File: config.mk
export PLATFORM = sky130hd
export DESIGN_NAME = pd_lock_ctrl
export DESIGN_NICKNAME = d
export VERILOG_FILES = /design/src/rtl/pd_ctrl_pkg.sv /design/src/rtl/pd_err_abs_cmp.sv /design/src/rtl/pd_lock_ctrl.sv
export SDC_FILE = /design/constraint.sdc
export NUM_CORES = 1
export LEC_CHECK = 0
export CORE_UTILIZATION = 46
export DETAILED_ROUTE_END_ITERATION = 16
export PLACE_DENSITY = 0.87
export SLEW_MARGIN = 10
export SYNTH_ARGS = -nofsm -noshare
export SYNTH_HDL_FRONTEND = slang
export SYNTH_SLANG_ARGS = --single-unit
File: constraint.sdc
create_clock -name clk -period 7.2 [get_ports clk]
set_input_delay 0.72 -clock clk [delete_from_list [all_inputs] [get_ports clk]]
set_output_delay 0.72 -clock clk [all_outputs]
set_load 0.02 [all_outputs]
File: src/rtl/pd_ctrl_pkg.sv
// Shared constants for the phase-detector lock sequencer.
// State encoding and default widths/counts.
package pd_ctrl_pkg;

  localparam int WIDTH_TMR_D = 21;
  localparam int WIDTH_ERR_D = 22;
  localparam int LOCK_CNT_D  = 8;
  localparam int MISS_CNT_D  = 4;

  typedef enum logic [1:0] {
    ST_IDLE = 2'd0,
    ST_ACQ  = 2'd1,
    ST_LOCK = 2'd2,
    ST_HOLD = 2'd3
  } state_t;

endpackage

File: src/rtl/pd_err_abs_cmp.sv
// Saturating |err| and the good/bad threshold compares.
// Purely combinational; both outputs are qualified by the sample strobe.
module pd_err_abs_cmp #(
  parameter int W = 22
) (
  input  logic         sample_i,
  input  logic [W-1:0] err_i,
  input  logic [W-2:0] lock_thresh_i,
  input  logic [W-2:0] unlock_thresh_i,
  output logic         good_o,
  output logic         bad_o
);

  logic [W-2:0] mag;

  // The most negative code has no positive twin, so it pins to max.
  always_comb begin
    mag = err_i[W-2:0];
    if (err_i[W-1]) begin
      if (err_i[W-2:0] == '0) mag = '1;
      else                    mag = ~err_i[W-2:0] + 1'b1;
    end
  end

  assign good_o = sample_i && (mag <= lock_thresh_i);
  assign bad_o  = sample_i && (mag > unlock_thresh_i);

endmodule

File: src/rtl/pd_lock_ctrl.sv
// Lock-acquisition sequencer between phase detector and loop filter.
// Sets the detector window and gates error samples to the filter.
module pd_lock_ctrl
  import pd_ctrl_pkg::*;
#(
  parameter int WIDTH_TMR = WIDTH_TMR_D,
  parameter int WIDTH_ERR = WIDTH_ERR_D,
  parameter int LOCK_CNT  = LOCK_CNT_D,
  parameter int MISS_CNT  = MISS_CNT_D,
  parameter int WDOG_W    = 24,
  parameter logic [WDOG_W-1:0] WDOG_CYC = 24'd2500000
) (
  input  logic                 clk,
  input  logic                 sync_rst,
  input  logic                 enable,
  input  logic [WIDTH_TMR-1:0] period_len,
  input  logic [9:0]           win_wide,
  input  logic [9:0]           win_narrow,
  input  logic [WIDTH_ERR-2:0] lock_thresh,
  input  logic [WIDTH_ERR-2:0] unlock_thresh,
  input  logic                 sample_in,
  input  logic [WIDTH_ERR-1:0] err_in,
  input  logic                 pd_error_in,
  output logic [WIDTH_TMR-1:0] delay_len,
  output logic [9:0]           width_win,
  output logic [WIDTH_ERR-1:0] err_out,
  output logic                 err_valid,
  output logic                 loop_hold,
  output logic                 locked,
  output logic [1:0]           state_out,
  output logic [7:0]           lock_loss_cnt
);

  state_t state_q, state_d;

  logic [7:0] good_q, good_d;
  logic [7:0] bad_q, bad_d;
  logic [7:0] miss_q, miss_d;
  logic [7:0] loss_q, loss_d;

  logic [WDOG_W-1:0] wdog_q, wdog_d;
  logic pd_err_q;

  logic [WIDTH_TMR-1:0] delay_q, delay_d;
  logic [WIDTH_TMR-1:0] half_w;
  logic [9:0]           width_q, width_d;
  logic [WIDTH_ERR-1:0] err_q;
  logic                 ev_q, ev_d;
  logic                 hold_q, hold_d;
  logic                 lock_q, lock_d;

  logic miss_ev, wdog_exp, acc;
  logic good_s, bad_s;

  pd_err_abs_cmp #(.W(WIDTH_ERR)) u_cmp (
    .sample_i        (sample_in),
    .err_i           (err_in),
    .lock_thresh_i   (lock_thresh),
    .unlock_thresh_i (unlock_thresh),
    .good_o          (good_s),
    .bad_o           (bad_s)
  );

  assign miss_ev  = pd_error_in && !pd_err_q;
  assign wdog_exp = (state_q != ST_IDLE) &&
                    (wdog_q == WDOG_CYC - 1'b1);
  // A sample only counts when nothing of higher priority lands with it.
  assign acc = enable && sample_in && !miss_ev && !wdog_exp;

  always_ff @(posedge clk) begin
    if (sync_rst) state_q <= ST_IDLE;
    else          state_q <= state_d;
  end

  always_comb begin
    state_d = state_q;
    good_d  = good_q;
    bad_d   = bad_q;
    miss_d  = miss_q;
    if (!enable) begin
      state_d = ST_IDLE;
    end else begin
      unique case (state_q)
        ST_IDLE: state_d = ST_ACQ;
        ST_ACQ: begin
          if (miss_ev) begin
            good_d = '0;
          end else if (acc) begin
            if (!good_s)
              good_d = '0;
            else if (good_q == 8'(LOCK_CNT - 1))
              state_d = ST_LOCK;
            else
              good_d = good_q + 8'd1;
          end
        end
        ST_LOCK: begin
          if (miss_ev || wdog_exp) begin
            state_d = ST_HOLD;
          end else if (acc) begin
            if (!bad_s)
              bad_d = '0;
            else if (bad_q == 8'(MISS_CNT - 1))
              state_d = ST_ACQ;
            else
              bad_d = bad_q + 8'd1;
          end
        end
        ST_HOLD: begin
          if (miss_ev) begin
            if (miss_q == 8'(MISS_CNT - 1))
              state_d = ST_ACQ;
            else
              miss_d = miss_q + 8'd1;
          end else if (wdog_exp) begin
            state_d = ST_ACQ;
          end else if (acc && good_s) begin
            state_d = ST_LOCK;
          end
        end
        default: state_d = ST_IDLE;
      endcase
    end
    if (state_d != state_q) begin
      good_d = '0;
      bad_d  = '0;
      miss_d = '0;
    end
  end

  always_comb begin
    wdog_d = wdog_q + 1'b1;
    if (state_q == ST_IDLE || !enable || sample_in || wdog_exp)
      wdog_d = '0;

    width_d = (state_d == ST_LOCK) ? win_narrow : win_wide;
    half_w  = WIDTH_TMR'(width_d[9:1]);
    delay_d = (period_len <= half_w) ? WIDTH_TMR'(1)
                                     : period_len - half_w;

    hold_d = (state_d == ST_IDLE) || (state_d == ST_HOLD);
    lock_d = (state_d == ST_LOCK);
    ev_d   = acc && (state_q == ST_ACQ || state_q == ST_LOCK);

    loss_d = loss_q;
    if (state_q == ST_LOCK && state_d != ST_LOCK && loss_q != 8'hFF)
      loss_d = loss_q + 8'd1;
  end

  always_ff @(posedge clk) begin
    if (sync_rst) begin
      good_q   <= '0;
      bad_q    <= '0;
      miss_q   <= '0;
      loss_q   <= '0;
      wdog_q   <= '0;
      pd_err_q <= 1'b0;
      delay_q  <= '0;
      width_q  <= '0;
      err_q    <= '0;
      ev_q     <= 1'b0;
      hold_q   <= 1'b1;
      lock_q   <= 1'b0;
    end else begin
      good_q   <= good_d;
      bad_q    <= bad_d;
      miss_q   <= miss_d;
      loss_q   <= loss_d;
      wdog_q   <= wdog_d;
      pd_err_q <= pd_error_in;
      delay_q  <= delay_d;
      width_q  <= width_d;
      ev_q     <= ev_d;
      hold_q   <= hold_d;
      lock_q   <= lock_d;
      if (ev_d) err_q <= err_in;
    end
  end

  assign delay_len     = delay_q;
  assign width_win     = width_q;
  assign err_out       = err_q;
  assign err_valid     = ev_q;
  assign loop_hold     = hold_q;
  assign locked        = lock_q;
  assign state_out     = state_q;
  assign lock_loss_cnt = loss_q;

endmodule

==> metrics.txt <==
status=finished with violations; violated checks=setup timing; CTS Hold Bufs=0; DRC Markers=0; CORE AREA=15,100 µm²; Finished Layout Cells=1,394; Post-synth ARST share=0%; WP data arrival=approximately 7.9 ns; reg-to-reg endpoint=delay_len[12]; register area=about 2300 µm²; Period Utilization, post-route=104%; final hold violation count=0; Total Routing Usage GR=about 30%; Max-Cap Viols=0; Setup crit end kind=flip-flop; worst-path fanout max=6; CP max-delay cell=or3_4; Slew Limit Headroom=about a third; final setup violating endpoints=20; layout cells sized above 1=20.7%; die height=126 µm; Gate Count Post-Synth=about 900; worst hold stages=2; FILL cells=961; Detailed Routing Iterations Pass 1=5; I/O Buffers=175; total gr overflow=0; initial antenna violation count=0; Clock transition at path regs=~0.06 ns; flop2flop setup slack=~1.8 ns; initial DRC count=875; Worst-Skew Late Latency=0.43 ns; P per Cell Area=roughly 180 nW/µm²; Layout area overhead=56.4%; CTS Buffer Depth=2; CP Class=primary input to flip-flop; max incr delay on CP=slightly above 0.4 ns; synth warn=0; reg2reg start=state_out[1]; Cells after DPL=between 1,000 and 1,500; hold path startpoint=err_out[17]; GP Congestion=0.946; Worst setup SP type=primary input; Avg Inst Size Synth=7.83 µm²; commonest non-fill, non-tap cell in the layout=clkdlybuf4s50_1; Seq/Total Area, Yosys=32.3%; Req. time, crit path=between 7 and 8 ns; Nets=1,363; Inserted Clock Buffers=17; fin worst setup slack=-0.319 ns; max-slew violations=0; Antenna Violating Nets Remaining=0; Reg2Reg Depth=22; ant diodes=0; DP Wirelength=between 15,000 and 20,000 µm; die width=around 130 µm; EDFF count, synth=0; setup repair after global routing missed its margin=yes; Initial Util=around 47%; most frequent cells in the layout=clkdlybuf4s50_1 (165), dfxtp_1 (115), buf_4 (114); Root Driver=clkbuf_16; VDD IR-drop max=0.203 mV; critical path's most frequent cell=or3_4; H-tree depth=4; Pleak=4.42 nW; main area contributors after synthesis=dfxtp_1 (32%), ha_1 (10%), nand2_1 (6.0%); Synth Flop Type=dfxtp_1; vias post-DR=just over 8,000; synthesized area=about 7100 µm²; post-synth top area cell=dfxtp_1; largest net degree at the start of global routing=51; vias in the first global route=between 7,000 and 8,000; Rows=45; HP Class=flip-flop to flip-flop; Yosys cell types=65; Ports=176; Max Clock Skew=between 0.01 and 0.015 ns; area occupied by multi-input gates=5020 µm²; Avg Vias per Cell=between 5 and 6; Tmin final=between 7 and 8 ns; Mapped Nets=between 1,000 and 1,500; placed inst area=roughly 10000 µm²; CTS tree=done; CTS sink cnt=115; Peak Freq=about 0.13 GHz; wire per inst=approximately 19 µm; final wirelength=around 27,000 µm; post-synthesis sequential element count=115; full die area=between 15,000 and 20,000 µm²; Endpoint, Worst Hold=err_out[17]; first-pass GRT wire length=roughly 38,000 µm; worst slew pin tran=0.958 ns; Finished Cell Area=11,100 µm²; top cell type's share of synthesized area=about a third
==> where the power goes <==
| part | switching (mW) | internal, mW | leakage, nW | total [mW] |
|---|---|---|---|---|
| logic | 0.235 | 0.223 | 3.18 | 0.459 |
| clock network | 0.323 | 0.598 | 0.303 | 0.921 |
| registers | 0.00700 | 0.654 | 0.936 | 0.661 |
==> stage by stage <==
stage / utilization [%] / total power [mW] / setup WS [ns] / setup TNS (ns) / hold WS, ns
final: 73.5 / 2.04 / -0.319 / -3.48 / 0.453
after global routing: 73.5 / 2.09 / -0.458 / -6.57 / 0.470
after CTS: 69.9 / 1.96 / 0.00742 / 0 / 0.455
after detailed placement: 64.4 / 1.04 / -0.781 / -15.78 / 0.442
after global placement: 64.4 / 1.03 / -0.500 / -9.52 / 0.427
after floorplan: - / 0.845 / 0.00788 / 0 / 0.413
==> critical path, delay by kind of cell <==
family                     cells  cell delay [ns]
muxes                          1             0.34
xor gates and xnor gates       1             0.22
and+or+nand+nor               12             3.15
adders and majority gates      3             0.91
AOI/OAI and AO/OA              9             1.75
buffers and inverters          6             0.78
==> Yosys cell counts, types with 3 or more instances <==
master / count
o21ai_1: 18
nor4b_1: 3
inv_1: 61
mux2i_1: 13
ha_1: 59
nand2b_1: 5
a2111oi_0: 5
nand4_1: 15
o41ai_1: 5
nor4_2: 3
o211ai_1: 3
nor3_1: 38
o31ai_1: 3
a21oi_1: 72
a22oi_1: 3
nand3_1: 25
or2_2: 3
nor2_1: 94
inv_2: 3
o21ai_0: 20
a31oi_1: 11
a211oi_1: 11
or3_1: 22
nor2b_1: 9
and3_1: 15
xor2_1: 30
buf_6: 3
nand2_1: 113
clkbuf_1: 21
xnor2_1: 25
dfxtp_1: 115
nor4_1: 7
a21o_1: 6
o21a_1: 10
and2_1: 8
o21bai_1: 5
o311ai_0: 6
buf_2: 6
==> logic make-up after synthesis <==
logic type	share of synthesized area, %
multiplexers	2.18
buffers and inverters	5.48
AND/OR/NAND/NOR	25.8
adder cells (fa/ha/maj)	10.6
AO/OA/AOI/OAI	16.8
XOR/XNOR	6.76
flip-flops	32.3
==> per-layer routing <==
metal	GRT usage, %	part of all wire [%]	up-vias
met1	33.3	37	3851
met5	0	0	-
met3	8.06	8.8	147
li1	-	-	3776
met2	51.8	48	531
met4	16.9	6.5	0
==> worst max-delay path by stage <==
stage,from,to,slack [ns],depth (start not counted)
3_3_place_gp,err_in[2],delay_len[14],-0.50,30
6_report,err_in[2],delay_len[12],-0.32,32
2_1_floorplan,err_in[1],delay_len[4],0.008,33
4_1_cts,err_in[6],delay_len[20],0.007,30
3_5_place_dp,err_in[2],delay_len[18],-0.78,30
5_1_grt,err_in[2],delay_len[12],-0.46,32
==> timing repair <==
action | in CTS | in global routing
setup buffers | 6 | 13
resized for setup | 30 | 101
setup endpoints to repair | 21 | 21
pin swaps | 26 | 53
==> area by class of cell <==
type                            count  area share [%]
Clock buffer                       20            4.10
Clock inverter                     12            1.61
Inverter                           64            2.16
Multi-Input combinational cell    699            45.1
Sequential cell                   115            20.7
Tap cell                          188            2.11
Timing Repair Buffer              296            24.3
==> flip-flops by register name, summed over array words and instances (netlist names) <==
name / flops
lock_loss_cnt: 8
pd_err_q: 1
state_out: 2
miss_q: 8
bad_q: 8
err_valid: 1
locked: 1
err_out: 22
width_win: 10
loop_hold: 1
wdog_q: 24
good_q: 8
delay_len: 21
Power figures use the tool's default switching activity.
